`config.mk`:
```
export PLATFORM = sky130hd
export DESIGN_NAME = fifo_param
export DESIGN_NICKNAME = d
export VERILOG_FILES = /design/src/rtl/fifo_param.sv
export SDC_FILE = /design/constraint.sdc
export NUM_CORES = 1
export LEC_CHECK = 0
export CAP_MARGIN = 5
export CORE_MARGIN = 1.5
export CORE_UTILIZATION = 41
export DETAILED_ROUTE_END_ITERATION = 7
export PLACE_DENSITY = 0.63
export SLEW_MARGIN = 25
export SYNTH_ARGS = -nofsm -noshare
export SYNTH_HDL_FRONTEND = slang
export SYNTH_SLANG_ARGS = --single-unit
```
`constraint.sdc`:
```
create_clock -name clk -period 7.5 [get_ports clk]
set_input_delay 2.25 -clock clk [delete_from_list [all_inputs] [get_ports clk]]
set_output_delay 2.25 -clock clk [all_outputs]
set_load 0.1 [all_outputs]
```
`src/rtl/fifo_param.sv`:
```
// -----------------------------------------------------------------------------
// fifo_param
//
// Parametrised single-clock FIFO between a producer and a consumer. The depth
// is a power of two. The read data output is registered. Each request type has
// a registered ack/err pair that reports the previous cycle's request.
//
// Parameters:
//   DATA_WIDTH  width of din/dout
//   ADDR_WIDTH  pointer width; DEPTH = 2**ADDR_WIDTH
//   AF_LEVEL    almost_full  when data_count >= AF_LEVEL
//   AE_LEVEL    almost_empty when data_count <= AE_LEVEL
//
// Ports:
//   clk            rising-edge clock for all state
//   reset_n        synchronous active-low reset
//   wr_en, din     write request and its data
//   rd_en          read request
//   dout           registered read data (0 in any cycle without an accepted read)
//   data_count     stored entries, 0..DEPTH
//   full, empty    count == DEPTH / count == 0
//   almost_full    count >= AF_LEVEL
//   almost_empty   count <= AE_LEVEL
//   wr_ack/wr_err  registered result of the previous cycle's write request
//   rd_ack/rd_err  registered result of the previous cycle's read request
// -----------------------------------------------------------------------------
module fifo_param #(
  parameter int DATA_WIDTH = 32,
  parameter int ADDR_WIDTH = 3,
  parameter int AF_LEVEL   = (1 << ADDR_WIDTH) - 1,
  parameter int AE_LEVEL   = 1
) (
  input  logic                  clk,
  input  logic                  reset_n,
  input  logic                  wr_en,
  input  logic [DATA_WIDTH-1:0] din,
  input  logic                  rd_en,
  output logic [DATA_WIDTH-1:0] dout,
  output logic [ADDR_WIDTH:0]   data_count,
  output logic                  full,
  output logic                  empty,
  output logic                  almost_full,
  output logic                  almost_empty,
  output logic                  wr_ack,
  output logic                  wr_err,
  output logic                  rd_ack,
  output logic                  rd_err
);

  localparam int DEPTH = 1 << ADDR_WIDTH;
  localparam int CW    = ADDR_WIDTH + 1;

  localparam logic [CW-1:0] DEPTH_CNT = CW'(DEPTH);
  localparam logic [CW-1:0] AF_CNT    = CW'(AF_LEVEL);
  localparam logic [CW-1:0] AE_CNT    = CW'(AE_LEVEL);

  // ---------------------------------------------------------------------------
  // State
  // ---------------------------------------------------------------------------
  logic [DATA_WIDTH-1:0] mem_q [DEPTH];

  logic [ADDR_WIDTH-1:0] head_q,  head_d;
  logic [ADDR_WIDTH-1:0] tail_q,  tail_d;
  logic [CW-1:0]         count_q, count_d;
  logic [DATA_WIDTH-1:0] dout_q,  dout_d;
  logic                  wr_ack_q, wr_ack_d;
  logic                  wr_err_q, wr_err_d;
  logic                  rd_ack_q, rd_ack_d;
  logic                  rd_err_q, rd_err_d;

  logic                  full_w;
  logic                  empty_w;
  logic                  rd_accept;
  logic                  wr_accept;

  // ---------------------------------------------------------------------------
  // Flags decode straight from the count register, so they track the count
  // after the most recent edge with no extra cycle of lag.
  // ---------------------------------------------------------------------------
  assign full_w  = (count_q == DEPTH_CNT);
  assign empty_w = (count_q == '0);

  // ---------------------------------------------------------------------------
  // Next-state logic
  // ---------------------------------------------------------------------------
  always_comb begin
    // NOTE: every signal gets a default first. A path that skips an
    // assignment would otherwise infer a latch.
    head_d   = head_q;
    tail_d   = tail_q;
    count_d  = count_q;
    dout_d   = '0;
    wr_ack_d = 1'b0;
    wr_err_d = 1'b0;
    rd_ack_d = 1'b0;
    rd_err_d = 1'b0;

    // There is no bypass. A read of an empty FIFO is rejected even when a
    // write arrives in the same cycle.
    rd_accept = rd_en && !empty_w;

    // At full, a write is still taken when a read frees a slot in the same
    // cycle. The new word lands in that slot, since tail == head when full.
    wr_accept = wr_en && (!full_w || rd_accept);

    if (rd_accept) begin
      dout_d = mem_q[head_q];
      head_d = head_q + ADDR_WIDTH'(1);   // wraps modulo DEPTH
    end

    if (wr_accept) begin
      tail_d = tail_q + ADDR_WIDTH'(1);   // wraps modulo DEPTH
    end

    count_d = count_q + CW'(wr_accept) - CW'(rd_accept);

    wr_ack_d = wr_accept;
    wr_err_d = wr_en && !wr_accept;
    rd_ack_d = rd_accept;
    rd_err_d = rd_en && !rd_accept;
  end

  // ---------------------------------------------------------------------------
  // Control and output registers
  // ---------------------------------------------------------------------------
  // NOTE: sequential state uses non-blocking assignments only. All flops then
  // see the values from before the edge, whatever order the statements are in.
  always_ff @(posedge clk) begin
    if (!reset_n) begin
      head_q   <= '0;
      tail_q   <= '0;
      count_q  <= '0;
      dout_q   <= '0;
      wr_ack_q <= 1'b0;
      wr_err_q <= 1'b0;
      rd_ack_q <= 1'b0;
      rd_err_q <= 1'b0;
    end else begin
      head_q   <= head_d;
      tail_q   <= tail_d;
      count_q  <= count_d;
      dout_q   <= dout_d;
      wr_ack_q <= wr_ack_d;
      wr_err_q <= wr_err_d;
      rd_ack_q <= rd_ack_d;
      rd_err_q <= rd_err_d;
    end
  end

  // ---------------------------------------------------------------------------
  // Storage array
  // ---------------------------------------------------------------------------
  // NOTE: the array has no reset. After reset the pointers make every entry
  // unreachable until it is rewritten, so clearing it would only cost logic.
  // A write in a reset cycle is ignored, so memory is left untouched too.
  always_ff @(posedge clk) begin
    if (reset_n && wr_accept) begin
      mem_q[tail_q] <= din;
    end
  end

  // ---------------------------------------------------------------------------
  // Outputs
  // ---------------------------------------------------------------------------
  assign dout         = dout_q;
  assign data_count   = count_q;
  assign full         = full_w;
  assign empty        = empty_w;
  assign almost_full  = (count_q >= AF_CNT);
  assign almost_empty = (count_q <= AE_CNT);
  assign wr_ack       = wr_ack_q;
  assign wr_err       = wr_err_q;
  assign rd_ack       = rd_ack_q;
  assign rd_err       = rd_err_q;

  // ---------------------------------------------------------------------------
  // Structural invariants
  // ---------------------------------------------------------------------------
  a_count_bounded : assert property (@(posedge clk) disable iff (!reset_n)
    count_q <= DEPTH_CNT);

  a_ptr_gap : assert property (@(posedge clk) disable iff (!reset_n)
    (tail_q - head_q) == count_q[ADDR_WIDTH-1:0]);

  a_ack_err_exclusive : assert property (@(posedge clk)
    !(wr_ack_q && wr_err_q) && !(rd_ack_q && rd_err_q));

endmodule

```
Word level (Yosys, flattened, before mapping)

Memories as Yosys holds them, arrays and structs flattened. A register that Yosys moved wholly into a read port is not among the register bits.
Cells that the tools add are included.

Bits in registers: 14
Bits in writable memories: 256
Bits of input ports: 36
Output and inout bits: 44
Logic and storage cells: 30
Memories: 1

Add/sub/neg operators: 4
Magnitude comparators: 2
Equality and inequality tests: 1
Mux-type cells: 2
Reduce and logical (&&, ||, !) cells: 13

Memory list:

| memory | depth | width | read ports | clocked after memory_dff | wr ports | line | source |
|---|---|---|---|---|---|---|---|
| mem_q  | 8     | 32    | 1          | 1                        | 1        | 60   | `logic [DATA_WIDTH-1:0] mem_q [DEPTH];` |

Operator list:

| operator                                            | count |
|---|---|
| adder 3 x 1 -> 3 bit, second input constant         | 2 |
| logical AND 1 bit                                   | 5 |
| logical NOT 1 bit                                   | 5 |
| adder 4 x 1 -> 4 bit                                | 1 |
| equality test 4 bit, second input constant          | 1 |
| >= comparator 4 x 3 -> 1 bit, second input constant | 1 |
| <= comparator 4 x 1 -> 1 bit, second input constant | 1 |
| logical NOT 4 bit                                   | 1 |
| subtractor 4 x 1 -> 4 bit                           | 1 |
| 2-to-1 mux 1 bit                                    | 2 |
| AND reduction 2 bit                                 | 1 |
| logical OR 1 bit                                    | 1 |

Logic depth before layout (Yosys ltp)

Gate-level depths: netlist of run 1.

Depth after elaboration: 8
Depth in mapped cells: 12
Depth with buffers taken out: 12

Least setup slack after synthesis of run 1

Ideal clock, no wire load.

Kind: input to register
From: input rd_en
To: memory mem_q[2][0] (enable)
Arrival time: 5.778 ns
Required time: 6.998 ns
Setup slack: 1.221 ns
Stages: 3
Path through: nor2b_1 > o21ai_4 > nor4_1

Word-level cells in the longest chain between the ends: 6

Ends and longest elaborated chain:

| element                                | line | source |
|---|---|---|
| from (decl)                            | 37   | `input logic rd_en,` |
| logical AND 1 bit                      | 100  | `rd_accept = rd_en && !empty_w;` |
| logical OR 1 bit                       | 104  | `wr_accept = wr_en && (!full_w \|\| rd_accept);` |
| logical AND 1 bit                      | 104  |  |
| logical AND 1 bit                      | 157  | `if (reset_n && wr_accept) begin` |
| 2-to-1 mux 1 bit                       | 157  |  |
| 2-to-1 mux 1 bit (implied by the code) | 158  | `mem_q[tail_q] <= din;` |
| to (decl)                              | 60   |  |

Every way passes these cells.

Worst setup path after layout of run 1

From: register count_q[2] (netlist: data_count[2])
To: output empty

Word-level cells in the longest chain between the ends: 1

Ends and longest elaborated chain:

| element                | line | source |
|---|---|---|
| from (decl)            | 64   | `logic [CW-1:0] count_q, count_d;` |
| from (signal assigned) | 141  | `count_q <= count_d;` |
| logical NOT 4 bit      | 81   | `assign empty_w = (count_q == '0);` |
| to (decl)              | 41   | `output logic empty,` |

Every way passes these cells.

==> results.toml, run 1 <==
[run_status]
status = "completed"

[sta]
hold_viol = 0
setup_viol = 0
tightest_slew_ns = 0.999
worst_clock_skew_ns = 0.0193
slew_headroom_pct = 33.4
period_needed_ns = 5.21
fmax_mhz = 192
finalCritPeriodShare_pct = 69.5
maxSlewViolCount = 0
finalSetupTns_ns = 0
rsz0062_at_grt = "false"

[pwr]
peakVddDrop_v = 0.000330
power_density_nw_per_um2 = 328
power_frac_comb_pct = 22.8
power.internal_uw = 3040
power.share.sequential_pct = 45.8
switching_share_pct = 30.2
p_leak_uw = 0.00427
p_sw_uw = 1310
clkPwrFrac_pct = 31.4

[global_route]
grt_max_degree = 67
grt_overflow = 0
grt_usage_pct = 14.9
grt_pass1_vias = 5551
grt_pass1_wl_um = 31800
antenna_found_initial = 1

[detailed_routing]
firstDrtPassIters = 4
wl_um = 20200
vias_per_cell = 5.33
drc = 0
num_vias = 5131
ant_nets = 0
drtIter0Drc = 458
routedWlPerCell_um = 21.0

[logic_synthesis]
syn_area_um2 = 11100
yosysSeqAreaShare_pct = 77.7
synth_top_family_by_area = "multiplexers"
yosysWarnings = 0
synth.avg_cell_area_um2 = 22.1
synth_xor_area_share_pct = 0.0791
synth-compound-area-share_pct = 3.24
yosys.area_share.simple_pct = 2.07
ys_async_sr_fraction_pct = 0
synth_edf_count = 256
synth_most_common_cell = "edfxtp_1"
synth_flop_cell = "edfxtp_1"
ys_ff_latch = 302
syn_inst = 501
synthesis.nets = 548
ys_types = 38
synth_common_cells = "edfxtp_1 (256), mux4_2 (54), dfxtp_1 (46)"
synth_area_leaders = "edfxtp_1 (69%), mux4_2 (11%), dfxtp_1 (8.3%)"
post-synth-top-area-cell = "edfxtp_1"
synth.area.mux_share_pct = 13.7
synthAdderAreaFrac_pct = 1.31
synth_top_cell_area_share_pct = 69.4

[worst_setup_path]
crit_arrival_ns = 2.96
startpoint = "data_count[2]"
path_class = "reg2out"
cp_num_buf_inv = 3
crit_family = "buffers and inverters"
critPathLaunchType = "flop"
worstReg2RegEnd = "mem_q[1][11]"
critPathRequiredTime_ns = 5.25
ff2ff_path_depth = 6
critPathMaxFanout = 8
critPathMaxStageDelay_ns = 1.15
slowest_stage = "clkdlybuf4s50_1"
regToRegSetupSlack_ns = 4.48
worstReg2RegStart = "data_count[2]"
endpoint_kind = "output pin"
cp_cell_sequence = "inv_1 > ha_1 > or3b_4 > inv_4 > clkdlybuf4s50_1"

[die]
num_rows = 59
top_level_ports = 80
die_h_um = 167
die_w_um = 167
initial_core_util_pct = 42.1
core_area_um2 = 26300
fp.dieArea_um2 = 28000

[clocking]
root_buffer = "clkbuf_16"
cts_buffers = 31
cts_tree = "done"
cts_setup_buffers = 0
htree_levels = 1
cts.clk_slew.worst_paths_ns = 0.06
cts.sinks = 302
hold_buffers = 0
clock_latency_ns = 0.56
cts.path.max_buffers = 3
cts_resized = 0

[hold_path]
holdCritPathClass = "reg2reg"
whs_endpoint = "head_q[2]"
holdPathStages = 2
min-delay-start = "head_q[2]"

[placement]
place_congestion = 0.818
hpwl_um = 11500
io_buffer_count = 79
numPlacedInstances = 905

[layout]
synthToLayoutAreaGrowth_pct = 19.7
instances_no_fill = 963
n_antenna_cell = 0
drive_above_1_share_pct = 19.7
fin_util_pct = 50.4
fin_nets = 650

[job]
maxCapViolCount = 0
sequential cells by signal (all words and copies together), names as in the netlist:
signal,flops
tail_q,3
rd_err,1
data_count,4
wr_ack,1
mem_q,256
wr_err,1
head_q,3
dout,32
rd_ack,1
worst reg2reg max path, delay by kind of cell (launching register included):
| family | cells | cell delay [ns] |
|---|---|---|
| compound gates | 1 | 0.32 |
| fa+ha+maj | 1 | 0.25 |
| buf+inv | 2 | 0.62 |
| flops | 1 | 0.37 |
| simple gates | 2 | 1.09 |
worst max-delay path by stage:
stage	end	slack [ns]	cells past startpoint
2_1_floorplan	mem_q[2][0]	1.22	3
3_3_place_gp	mem_q[0][13]	2.47	5
5_1_grt	empty	2.21	5
6_report	empty	2.29	5
3_5_place_dp	mem_q[0][13]	2.28	5
4_1_cts	empty	2.27	5
logic make-up after synthesis:
| family | after synthesis |
|---|---|
| muxes | 68 |
| and+or+nand+nor | 41 |
| buffers and inverters | 34 |
| adders and majority gates | 11 |
| DFF | 302 |
| xor gates and xnor gates | 1 |
| AOI/OAI and AO/OA | 44 |
per-layer routing:
layer | up-vias | GRT usage [%] | routed length, um
met5 | - | 0 | 11
met4 | 2 | 4.07 | 481
met3 | 42 | 3.12 | 1100
met2 | 129 | 25.7 | 10300
met1 | 2666 | 19.2 | 8300
li1 | 2292 | - | -
per-stage QoR:
step	setup slack (ns)	cell area (um^2)	hold WS, ns	power [uW]
after CTS	2.27	13200	0.553	4400
final	2.29	13300	0.544	4350
after floorplan	1.22	11100	0.465	2800
after global placement	2.47	12300	0.513	3020
after detailed placement	2.28	12300	0.546	3030
after global routing	2.21	13300	0.581	4520
final cells by class:
class                   instances  area, um^2
inverters                      12        47.5
clock buffers                  44         845
repair buffers                 91         925
multi-input cells             165        2340
well taps                     335         419
clock inverters                14        67.6
flip-flops and latches        302        8620
fillers                      2117       13000
power by group through the flow:
stage	Combinational, uW	Sequential [uW]	Clock, uW
5_1_grt	1050	2010	1460
3_3_place_gp	989	2030	0
2_1_floorplan	517	2280	0
4_1_cts	1000	2000	1400
3_5_place_dp	1000	2030	0
6_report	993	2000	1370
placed cells by master (no fill, tap or decap), drive strengths merged:
cell type      synthesis  layout
a21o                   1       1
a21oi                  5       5
a22o                  32      32
and2                   1       1
and4b                  1       1
buf                   20      12
clkbuf                 2      44
clkdlybuf4s50          0      79
clkinv                 0      13
dfxtp                 46      46
edfxtp               256     256
fa                     1       1
ha                    10      10
inv                   12      13
mux2i                  4       4
mux4                  64      64
nand2                  8       8
nand2b                 4       4
nand3                  5       5
nor2                   7       7
nor2b                  1       1
nor3                   5       5
nor3b                  1       1
nor4                   4       4
o211ai                 2       2
o21ai                  4       4
or3                    2       2
or3b                   2       2
xor2                   1       1
No activity file was read; power rests on OpenSTA's default activity.
==> inputs of run 2 (changes only) <==
clock period = 5.5 ns   (was 7.5 ns; I/O delays follow)
==> run 2 against run 1 <==
Cell count grew 0.42%. Critical path depth is the same. Combinational power rose by 33%. Sequential share of layout area down 0.78 points. Via count is essentially flat. Sequential cell count unchanged. Register-to-register slack lost 1.7 ns. Global-route usage increased by 0.23 points. Setup slack got worse by 1.4 ns. Critical path type unchanged. Critical endpoint unchanged. Largest cell class unchanged. Largest power group unchanged.
==> results.toml, run 2 (synthesized netlist as in run 1, its figures left out) <==
[layout]
drive_above_1_share_pct = 21.4
layout_common_cells = "edfxtp_1 (256), clkdlybuf4s50_1 (79), mux4_2 (54), dfxtp_1 (44), a22o_1 (32)"
layout_commonest_cell = "edfxtp_1"
fin_nets = 654
largest_register_ffs = 256
fin_util_pct = 51.1
synthToLayoutAreaGrowth_pct = 21.2
largest-register = "mem_q"
num-fill-cells = 2108
instances_no_fill = 967

[clocking]
clock_latency_ns = 0.55
cts_tree = "done"
cts_resized = 0
root_buffer = "clkbuf_16"
cts_setup_buffers = 0
cts_buffers = 30
cts.sinks = 302
hold_buffers = 0
cts.clk_slew.worst_paths_ns = 0.06
cts.path.max_buffers = 3
htree_levels = 1

[worst_setup_path]
ff2ff_path_depth = 11
worstReg2RegStart = "data_count[2]"
crit_arrival_ns = 2.95
regToRegSetupSlack_ns = 2.79
path_class = "reg2out"
critPathMaxStageDelay_ns = 1.15
critPathRequiredTime_ns = 3.85
worstReg2RegEnd = "data_count[2]"
crit_end = "empty"
cp_num_buf_inv = 3
cp_num_cells = 5
startpoint = "data_count[2]"
critPathLaunchType = "flop"
cp_cell_sequence = "inv_1 > ha_1 > or3b_4 > inv_4 > clkdlybuf4s50_1"
critPathMaxFanout = 8
endpoint_kind = "output pin"
slowest_stage = "clkdlybuf4s50_1"
crit_family = "buffers and inverters"

[die]
initial_core_util_pct = 42.1
die_w_um = 167
num_rows = 59
core_area_um2 = 26300
fp.dieArea_um2 = 28000
top_level_ports = 80
die_h_um = 167

[global_route]
grt_usage_pct = 15.1
grt_overflow = 0
grt_pass1_vias = 5616
grt_max_degree = 67
grt_pass1_wl_um = 32300
antenna_found_initial = 2

[pwr]
peakVddDrop_v = 0.000448
total_power_uw = 6200
power_density_nw_per_um2 = 462
p_leak_uw = 0.00436

[detailed_routing]
routedWlPerCell_um = 21.2
vias_per_cell = 5.31
drtIter0Drc = 450
ant_nets = 0
num_vias = 5134
wl_um = 20500
drc = 0
firstDrtPassIters = 4

[sta]
fin_ws_ns = 0.904
hold_viol = 0
rsz0062_at_grt = "false"
fmax_mhz = 218
period_needed_ns = 4.60
finalCritPeriodShare_pct = 83.6
slew_headroom_pct = 33.4
maxSlewViolCount = 0
worst_clock_skew_ns = 0.0337
setup_viol = 0
hold_ws_ns = 0.535
tightest_slew_ns = 0.995

[run_status]
status = "completed"

[placement]
dpl_worst_slack_ns = 1.35
place_congestion = 0.718
numPlacedInstances = 910
hpwl_um = 12200
io_buffer_count = 79

[hold_path]
holdCritPathClass = "reg2reg"

[job]
maxCapViolCount = 0
[run 2: cell count changes in the layout (fill, tap and decap cells not counted), sizes merged]
cell      change
inv           -1
bufinv        +5
buf           +5
clkinv        -4
clkbuf        -3
diode         +1
clkinvlp      +1
[run 2: worst min path at each step]
stage                            to  cells past startpoint       from
after floorplan           head_q[2]                      2  head_q[2]
after CTS                 head_q[2]                      2  head_q[2]
after global placement    head_q[2]                      2  head_q[2]
final                     head_q[2]                      2  head_q[2]
after detailed placement  head_q[2]                      2  head_q[2]
after global routing      head_q[2]                      2  head_q[2]
[run 2: tightest hold or removal path: stages, from the launching register on]
cell     delay [ns]
dfxtp_1        0.35
nand2_1        0.07
mux2i_1        0.06
[run 2: cell type report]
class	instances	area, um^2	share of cell area, %
Clock inverter	15	200	1.49
Sequential cell	302	8620	64.2
Inverter	12	47.5	0.354
Tap cell	335	419	3.12
Antenna cell	1	2.50	0.0187
Timing Repair Buffer	96	958	7.14
Multi-Input combinational cell	165	2320	17.3
Clock buffer	41	853	6.36
[run 2: layer usage]
| layer | up-vias | wire length (um) | global-route usage (%) |
|---|---|---|---|
| met5 | - | 17 | 0 |
| met4 | 2 | 366 | 4.00 |
| met3 | 33 | 1160 | 3.40 |
| met2 | 132 | 10100 | 25.3 |
| met1 | 2672 | 8870 | 20.1 |
| li1 | 2295 | - | - |
[run 2: per-stage QoR]
step,cell area (um^2),TNS [ns]
3_5_place_dp,12400,0
3_3_place_gp,12300,0
5_1_grt,13400,0
4_1_cts,13400,0
2_1_floorplan,11100,-17.18
6_report,13400,0
[run 2: where the power goes]
part / switching [uW] / internal [uW] / leakage (uW) / total, uW
Combinational: 842 / 475 / 0.00115 / 1320
Sequential: 147 / 2610 / 0.00269 / 2760
Clock: 810 / 1310 / 0.000519 / 2130
